**src/rtl/key_scan_ctrl_if.sv**
```systemverilog
// -----------------------------------------------------------------------------
// key_scan_ctrl_if
//   Event-FIFO read port of the key scan controller: a head-of-queue event
//   code qualified by a valid flag, and a ready strobe that pops it.
//
//   Signals
//     evt_valid  producer -> consumer  event FIFO non-empty
//     evt_code   producer -> consumer  head event {edge, key index}
//     evt_ready  consumer -> producer  pop strobe (ignored while empty)
//
//   Modports
//     master  the controller that owns the FIFO
//     slave   the CPU-side register block that drains it
// -----------------------------------------------------------------------------
interface key_scan_ctrl_if #(
  parameter int CODE_W = 4
);

  logic              evt_valid;
  logic [CODE_W-1:0] evt_code;
  logic              evt_ready;

  modport master (
    output evt_valid,
    output evt_code,
    input  evt_ready
  );

  modport slave (
    input  evt_valid,
    input  evt_code,
    output evt_ready
  );

endinterface

```
**src/rtl/key_scan_ctrl.sv**
```systemverilog
// -----------------------------------------------------------------------------
// key_scan_ctrl
//   Time-multiplexed debounce controller for a bank of NKEYS push-buttons.
//   A single up/down saturating hysteresis engine is stepped across all keys,
//   one key per clock, after every prescaler tick. Press/release edges are
//   queued in a small event FIFO that the CPU-side register block drains.
//
//   Ports
//     clk         system clock
//     rst         asynchronous reset, active low (0 = reset)
//     keys_in     raw asynchronous key levels, 1 = pressed
//     mode        per key: 1 = toggle mode, 0 = momentary
//     level_out   debounced key state
//     toggle_out  toggle state (follows level_out for momentary keys)
//     evt         event FIFO read port (valid / code / ready)
//     evt_ovf     sticky: an event was dropped because the FIFO was full
//     ovf_clr     clears evt_ovf (a new drop in the same cycle wins)
// -----------------------------------------------------------------------------
module key_scan_ctrl #(
  parameter int NKEYS      = 8,
  parameter int TICK_DIV   = 1024,
  parameter int CNT_MAX    = 7,
  parameter int PRESS_TH   = 6,
  parameter int RELEASE_TH = 2,
  parameter int FIFO_DEPTH = 4
) (
  input  logic             clk,
  input  logic             rst,
  input  logic [NKEYS-1:0] keys_in,
  input  logic [NKEYS-1:0] mode,
  output logic [NKEYS-1:0] level_out,
  output logic [NKEYS-1:0] toggle_out,
  key_scan_ctrl_if.master  evt,
  output logic             evt_ovf,
  input  logic             ovf_clr
);

  localparam int IW = $clog2(NKEYS);       // key index width
  localparam int EW = IW + 1;              // event code width {edge, index}
  localparam int CW = $clog2(CNT_MAX + 1); // per-key counter width
  localparam int PW = $clog2(TICK_DIV);    // prescaler width
  localparam int AW = $clog2(FIFO_DEPTH);  // FIFO address width

  // ---------------------------------------------------------------------------
  // Input synchronizer: two flops per key, scan only ever reads sync2_q.
  // ---------------------------------------------------------------------------
  logic [NKEYS-1:0] sync1_q;
  logic [NKEYS-1:0] sync2_q;

  always_ff @(posedge clk or negedge rst) begin
    if (!rst) begin
      sync1_q <= '0;
      sync2_q <= '0;
    end else begin
      sync1_q <= keys_in;
      sync2_q <= sync1_q;
    end
  end

  // ---------------------------------------------------------------------------
  // Sample-tick prescaler
  // ---------------------------------------------------------------------------
  logic [PW-1:0] presc_q;
  logic [PW-1:0] presc_d;
  logic          tick;

  always_comb begin
    tick    = (presc_q == PW'(TICK_DIV - 1));
    presc_d = tick ? '0 : presc_q + PW'(1);
  end

  always_ff @(posedge clk or negedge rst) begin
    if (!rst) begin
      presc_q <= '0;
    end else begin
      presc_q <= presc_d;
    end
  end

  // ---------------------------------------------------------------------------
  // Scan sequencer: IDLE waits for a tick, SCAN visits keys 0..NKEYS-1.
  // ---------------------------------------------------------------------------
  typedef enum logic {
    IDLE = 1'b0,
    SCAN = 1'b1
  } state_t;

  state_t        state_q;
  state_t        state_d;
  logic [IW-1:0] idx_q;
  logic [IW-1:0] idx_d;
  logic          scan_en;

  always_ff @(posedge clk or negedge rst) begin
    if (!rst) begin
      state_q <= IDLE;
      idx_q   <= '0;
    end else begin
      state_q <= state_d;
      idx_q   <= idx_d;
    end
  end

  always_comb begin
    state_d = state_q;
    idx_d   = idx_q;
    case (state_q)
      IDLE: begin
        if (tick) begin
          state_d = SCAN;
          idx_d   = '0;
        end
      end
      SCAN: begin
        if (idx_q == IW'(NKEYS - 1)) begin
          state_d = IDLE;
          idx_d   = '0;
        end else begin
          idx_d = idx_q + IW'(1);
        end
      end
      default: begin
        state_d = IDLE;
        idx_d   = '0;
      end
    endcase
  end

  always_comb begin
    scan_en = (state_q == SCAN);
  end

  // ---------------------------------------------------------------------------
  // Per-key state: hysteresis counters, debounced level, toggle.
  // ---------------------------------------------------------------------------
  logic [CW-1:0]    cnt_q [NKEYS];
  logic [NKEYS-1:0] level_q;
  logic [NKEYS-1:0] toggle_q;

  // Shared engine operating on the key selected by idx_q.
  logic          cur_k;
  logic [CW-1:0] cur_c;
  logic          cur_lvl;
  logic          cur_tog;
  logic          cur_mode;
  logic [CW-1:0] cnt_d;
  logic          lvl_d;
  logic          tog_d;
  logic          press_evt;
  logic          rel_evt;
  logic          push;
  logic [EW-1:0] push_code;

  always_comb begin
    cur_k    = sync2_q[idx_q];
    cur_c    = cnt_q[idx_q];
    cur_lvl  = level_q[idx_q];
    cur_tog  = toggle_q[idx_q];
    cur_mode = mode[idx_q];

    // Saturating step in both directions.
    if (cur_k) begin
      cnt_d = (cur_c == CW'(CNT_MAX)) ? cur_c : cur_c + CW'(1);
    end else begin
      cnt_d = (cur_c == '0) ? cur_c : cur_c - CW'(1);
    end

    // Hysteresis on the updated count: the band between the two thresholds
    // holds the previous level.
    lvl_d     = cur_lvl;
    press_evt = 1'b0;
    rel_evt   = 1'b0;
    if (!cur_lvl && (cnt_d >= CW'(PRESS_TH))) begin
      lvl_d     = 1'b1;
      press_evt = 1'b1;
    end else if (cur_lvl && (cnt_d < CW'(RELEASE_TH))) begin
      lvl_d   = 1'b0;
      rel_evt = 1'b1;
    end

    // Toggle keys flip only on a press; momentary keys mirror the level.
    tog_d = cur_mode ? (cur_tog ^ press_evt) : lvl_d;

    push      = scan_en && (press_evt || rel_evt);
    push_code = {press_evt, idx_q};
  end

  always_ff @(posedge clk or negedge rst) begin
    if (!rst) begin
      for (int i = 0; i < NKEYS; i++) begin
        cnt_q[i] <= '0;
      end
      level_q  <= '0;
      toggle_q <= '0;
    end else if (scan_en) begin
      cnt_q[idx_q]    <= cnt_d;
      level_q[idx_q]  <= lvl_d;
      toggle_q[idx_q] <= tog_d;
    end
  end

  assign level_out  = level_q;
  assign toggle_out = toggle_q;

  // ---------------------------------------------------------------------------
  // Event FIFO. Pointers carry one extra wrap bit so full and empty differ.
  // ---------------------------------------------------------------------------
  logic [EW-1:0] fifo_mem [FIFO_DEPTH];
  logic [AW:0]   wr_ptr_q;
  logic [AW:0]   rd_ptr_q;
  logic [AW:0]   fifo_cnt;
  logic          fifo_empty;
  logic          fifo_full;
  logic          pop;
  logic          wr_en;
  logic          drop;
  logic          ovf_q;

  always_comb begin
    fifo_cnt   = wr_ptr_q - rd_ptr_q;
    fifo_empty = (wr_ptr_q == rd_ptr_q);
    fifo_full  = (fifo_cnt == (AW + 1)'(FIFO_DEPTH));
    pop        = !fifo_empty && evt.evt_ready;
    // A pop in the same cycle frees the slot, so a full FIFO still accepts.
    wr_en      = push && (!fifo_full || pop);
    drop       = push && fifo_full && !pop;
  end

  // When full with a concurrent pop, the write slot equals the head slot; the
  // head is read combinationally this cycle and overwritten at the edge.
  always_ff @(posedge clk) begin
    if (wr_en) begin
      fifo_mem[wr_ptr_q[AW-1:0]] <= push_code;
    end
  end

  always_ff @(posedge clk or negedge rst) begin
    if (!rst) begin
      wr_ptr_q <= '0;
      rd_ptr_q <= '0;
      ovf_q    <= 1'b0;
    end else begin
      if (wr_en) begin
        wr_ptr_q <= wr_ptr_q + (AW + 1)'(1);
      end
      if (pop) begin
        rd_ptr_q <= rd_ptr_q + (AW + 1)'(1);
      end
      if (drop) begin
        ovf_q <= 1'b1;
      end else if (ovf_clr) begin
        ovf_q <= 1'b0;
      end
    end
  end

  assign evt.evt_valid = !fifo_empty;
  assign evt.evt_code  = fifo_empty ? '0 : fifo_mem[rd_ptr_q[AW-1:0]];
  assign evt_ovf       = ovf_q;

endmodule

```
**src/flat_wrapper.sv**
```systemverilog
// flat-port wrapper written by rule: the top's interface ports become plain ports
module key_scan_ctrl_flat 
#(
  parameter int NKEYS      = 8,
  parameter int TICK_DIV   = 1024,
  parameter int CNT_MAX    = 7,
  parameter int PRESS_TH   = 6,
  parameter int RELEASE_TH = 2,
  parameter int FIFO_DEPTH = 4
)
  (clk, rst, keys_in, mode, level_out, toggle_out, evt_ovf, ovf_clr, evt_evt_valid, evt_evt_code, evt_evt_ready);
  key_scan_ctrl_if #(.CODE_W((3))) evt_i ();
  input  logic clk;
  input  logic rst;
  input  logic [NKEYS-1:0] keys_in;
  input  logic [NKEYS-1:0] mode;
  output logic [NKEYS-1:0] level_out;
  output logic [NKEYS-1:0] toggle_out;
  output logic evt_ovf;
  input  logic ovf_clr;
  output wire logic [$bits(evt_i.evt_valid)-1:0] evt_evt_valid;
  output wire logic [$bits(evt_i.evt_code)-1:0] evt_evt_code;
  input wire logic [$bits(evt_i.evt_ready)-1:0] evt_evt_ready;
  assign evt_evt_valid = evt_i.evt_valid;
  assign evt_evt_code = evt_i.evt_code;
  assign evt_i.evt_ready = evt_evt_ready;
  key_scan_ctrl #(.NKEYS(NKEYS), .TICK_DIV(TICK_DIV), .CNT_MAX(CNT_MAX), .PRESS_TH(PRESS_TH), .RELEASE_TH(RELEASE_TH), .FIFO_DEPTH(FIFO_DEPTH)) u_core (.clk(clk), .rst(rst), .keys_in(keys_in), .mode(mode), .level_out(level_out), .toggle_out(toggle_out), .evt(evt_i), .evt_ovf(evt_ovf), .ovf_clr(ovf_clr));
endmodule
```
**config.mk**
```make
export PLATFORM = sky130hd
export DESIGN_NAME = key_scan_ctrl_flat
export DESIGN_NICKNAME = d
export VERILOG_FILES = /design/src/rtl/key_scan_ctrl_if.sv /design/src/rtl/key_scan_ctrl.sv /design/src/flat_wrapper.sv
export SDC_FILE = /design/constraint.sdc
export NUM_CORES = 1
export LEC_CHECK = 0
export BUFFER_PORTS_ARGS = -buffer_cell sky130_fd_sc_hd__buf_4
export CELL_PAD_IN_SITES_DETAIL_PLACEMENT = 1
export CELL_PAD_IN_SITES_GLOBAL_PLACEMENT = 1
export CORE_ASPECT_RATIO = 1.4
export CORE_UTILIZATION = 30
export DETAILED_ROUTE_END_ITERATION = 7
export HOLD_SLACK_MARGIN = 0.1
export PLACE_DENSITY = 0.53
export SYNTH_ARGS = -nofsm -noshare
export SYNTH_HDL_FRONTEND = slang
export SYNTH_SLANG_ARGS = --single-unit
```
**constraint.sdc**
```tcl
create_clock -name clk -period 7.3 [get_ports clk]
set_input_delay 0.365 -clock clk [delete_from_list [all_inputs] [get_ports clk]]
set_output_delay 0.365 -clock clk [all_outputs]
set_load 0.02 [all_outputs]
```
==> metrics.md <==
| Metric | Value |
|---|---|
| Status | `finished clean` |
| Worst Setup End Kind | `flip-flop` |
| Flop pwr share | `49.5%` |
| Fill cells | `1435` |
| Final period utilization | `51.01%` |
| Worst path arrival time | `3760 ps` |
| Mapped Area | `4050 um^2` |
| Synth warnings | `0` |
| Cts bufs inserted | `9` |
| Clock Tree Buf Depth | `2` |
| Final ANT Viol Nets | `0` |
| H-tree depth | `3` |
| Syn Area/Cell | `12.35 um^2` |
| Top post-synthesis cells by count | `dfrtp_1, nand2_1, o21ai_0, nand3_1, mux4_2` |
| CTS Root Cell | `clkbuf_16` |
| Net Sw Power | `259.1 uW` |
| Iter 0 DRT Violations | `70` |
| Slowest CP cell | `dfrtp_1` |
| Crit path cell chain | `buf_4 > mux4_2 > mux2_2 > inv_1 > ha_1 > or3_4 > nand4_4 > mux2i_1 > and3_4 > and2_1` |
| HP Start | `keys_in[5]` |
| Final clock skew | `9.809 ps` |
| Sequential share of the synthesized area | `56.47%` |
| Final net count | `407` |
| First-pass GRT wire length | `15.62 mm` |
| Routed vias/inst | `4.860` |
| Leakage | `2.139 nW` |
| Hold Crit Depth | `1` |
| CTS resizes | `0` |
| Row count | `49` |
| Hold Buf Count CTS | `0` |
| Final setup vio count | `0` |
| Final wirelength | `9.422 mm` |
| Syn_nets | `362` |
| Post-DP HPWL | `6.816 mm` |
| Max_slew headroom | `32.07%` |
| CP bufs+invs | `2` |
| Core ar. | `13000 um^2` |
| Synth async-reset ratio | `86.52%` |
| Setup Fix Bufs, Post-CTS | `0` |
| Synth top area cells | `dfrtp_1, mux4_2, edfxtp_1, o21ai_0, nand2_1` |
| Worst slew pin tran | `1019 ps` |
| Clk sinks | `89` |
| Slew Viols, Final | `0` |
| Post-synth EDFFs | `12` |
| N_diodes | `0` |
| Yosys cell types | `41` |
| Minimum clock period | `3723 ps` |
| Tot GR Track Use | `14.91%` |
| Worst setup SP type | `flip-flop` |
| DIE AREA | `13980 um^2` |
| Crit path launch | `u_core.idx_q[0]` |
| Clock Power Share | `43.4%` |
| Combinational Power Share | `7.1%` |
| Number of global-route vias before repair | `2891` |
| Port buffer count | `40` |
| GPL Wtd Cong | `0.7726` |
| Yosys top cell area share | `47.57%` |
| Setup_tns | `0 ps` |
| Largest net degree at the start of global routing | `78` |
| Pint | `816.7 uW` |
| Via count | `2702` |
| DR WL/cell | `16.95 um` |
| Critical path class | `flip-flop to flip-flop` |
| Flops & latches, synth | `89` |
| Reg2reg start | `u_core.idx_q[0]` |
| Fmax | `0.2686 GHz` |
| IO Count | `41` |
| Starting density of the core | `31.16%` |
| Req. time, crit path | `7330 ps` |
| Slowest stage delay, CP | `540 ps` |
| Initial antenna violation count | `0` |
| Max Cap Violations | `0` |
| Max VDD drop | `122.5 uV` |
| Area Growth Syn to Fin | `19.80%` |
| Drt drc | `0` |
| Skew-Pair Late Insertion Delay | `340 ps` |
| RSZ-0062 raised after global routing | `false` |
| Post-synth top area cell | `dfrtp_1` |
| CTS tree | `yes` |
| Die Wd | `100.2 um` |
| Count leader, synth | `dfrtp_1` |
| Main flop type after synthesis | `dfrtp_1` |
| Pre-antenna DRT Iters | `4` |
| Worst r2r path cells | `10` |
| Mapped Cells | `328` |
| Share of cells above drive strength 1 | `24.07%` |
| Final Hold Viols | `0` |
| Crit path max fanout | `18` |
| Utilization after layout | `37.33%` |
| HP Class | `input pin to flip-flop` |
| Crit. path cell count | `10` |
| Switching Share | `24.08%` |
| PwrDens | `221.7 nW/um^2` |
| CTS clk-pin slew, worst paths | `70 ps` |
| Delay-heaviest family, CP | `multiplexers` |
| Die Span Y | `139.5 um` |
| Remaining global-route overflow | `0` |
logic make-up (layout without fill, tap and decap cells):
group           Yosys count  count (layout)  synth area share [%]
fa+ha+maj                15              15                 4.603
compound gates           55              55                 7.569
simple gates            107             107                 13.32
mux                      30              30                 13.07
buf+inv                  19              69                 2.162
flops                    89              89                 56.47
xor+xnor                 13              13                 2.811
final cells by class:
type / count / area [um^2] / share of cell area [%]
timing repair buffer: 43 / 322.8 / 6.653
inverter: 10 / 37.54 / 0.7736
tap: 178 / 222.7 / 4.590
clock inverter: 5 / 42.54 / 0.8767
multi-input combinational: 220 / 1675 / 34.53
sequential: 89 / 2287 / 47.14
clock buffer: 11 / 264.0 / 5.441
registers in the layout, indices dropped and copies added, names as in the netlist:
signal	flops
u_core.wr_ptr_q	3
u_core.presc_q	10
u_core.sync1_q	8
u_core.level_out	8
u_core.fifo_mem	12
u_core.toggle_out	8
u_core.rd_ptr_q	3
u_core.sync2_q	8
u_core.idx_q	3
u_core.cnt_q	24
u_core.evt_ovf	1
u_core.scan_en	1
metrics by stage:
| step | hold slack [ps] | power (mW) | instance area [um^2] | worst slack, ps | cells |
|---|---|---|---|---|---|
| 3_5_place_dp | 336.4 | 0.6229 | 4546 | 3501 | 540 |
| 2_1_floorplan | 69.41 | 0.5842 | 4050 | 3959 | 328 |
| 6_report | 125.1 | 1.076 | 4852 | 3577 | 556 |
| 4_1_cts | 109.1 | 1.099 | 4852 | 3497 | 556 |
| 3_3_place_gp | 335.2 | 0.6176 | 4546 | 3618 | 540 |
| 5_1_grt | 105.9 | 1.124 | 4852 | 3331 | 556 |
power groups by stage:
stage                     logic [mW]  clock network [mW]  registers, mW
after floorplan               0.0471                   0          0.537
after global placement        0.0752                   0          0.542
after detailed placement      0.0794                   0          0.544
after CTS                     0.0796               0.486          0.534
after global routing          0.0860               0.502          0.535
final                         0.0762               0.467          0.533
metal layers:
metal,global-route usage (%),wire length (um),up-vias
met5,0,0,-
met4,6.102,182,0
met3,2.813,247,11
met2,26.86,5276,36
met1,17.05,3716,1399
li1,-,-,1256
path summary, 6_finish.rpt:
| path | to | slack [ps] |
|---|---|---|
| max | u_core.fifo_mem[2][2] | 3580 |
| min | u_core.sync1_q[5] | 130 |
| max reg2reg | u_core.fifo_mem[2][2] | 3580 |
| min reg2reg | u_core.sync2_q[2] | 350 |
| max in group asynchronous | u_core.evt_ovf | 6430 |
| min in group asynchronous | u_core.presc_q[6] | 180 |
cells in the final DEF, fill, tap and decap left out, types with 3 or more instances in the layout:
| cell type | netlist | layout |
|---|---|---|
| and2_1 | 7 | 7 |
| and3_1 | 3 | 3 |
| buf_4 | 0 | 43 |
| clkbuf_16 | 0 | 10 |
| dfrtp_1 | 77 | 77 |
| edfxtp_1 | 12 | 12 |
| ha_1 | 14 | 14 |
| inv_1 | 10 | 10 |
| inv_6 | 0 | 3 |
| mux2_2 | 6 | 6 |
| mux2i_1 | 5 | 5 |
| mux4_2 | 17 | 17 |
| nand2_1 | 52 | 52 |
| nand3_1 | 18 | 18 |
| nand4_1 | 3 | 3 |
| nor2_1 | 8 | 8 |
| nor2b_1 | 5 | 5 |
| o21ai_0 | 39 | 39 |
| o21ai_1 | 8 | 8 |
| xnor2_1 | 8 | 8 |
| xor2_1 | 5 | 5 |
Note: power is estimated with default switching activity, not from simulation.
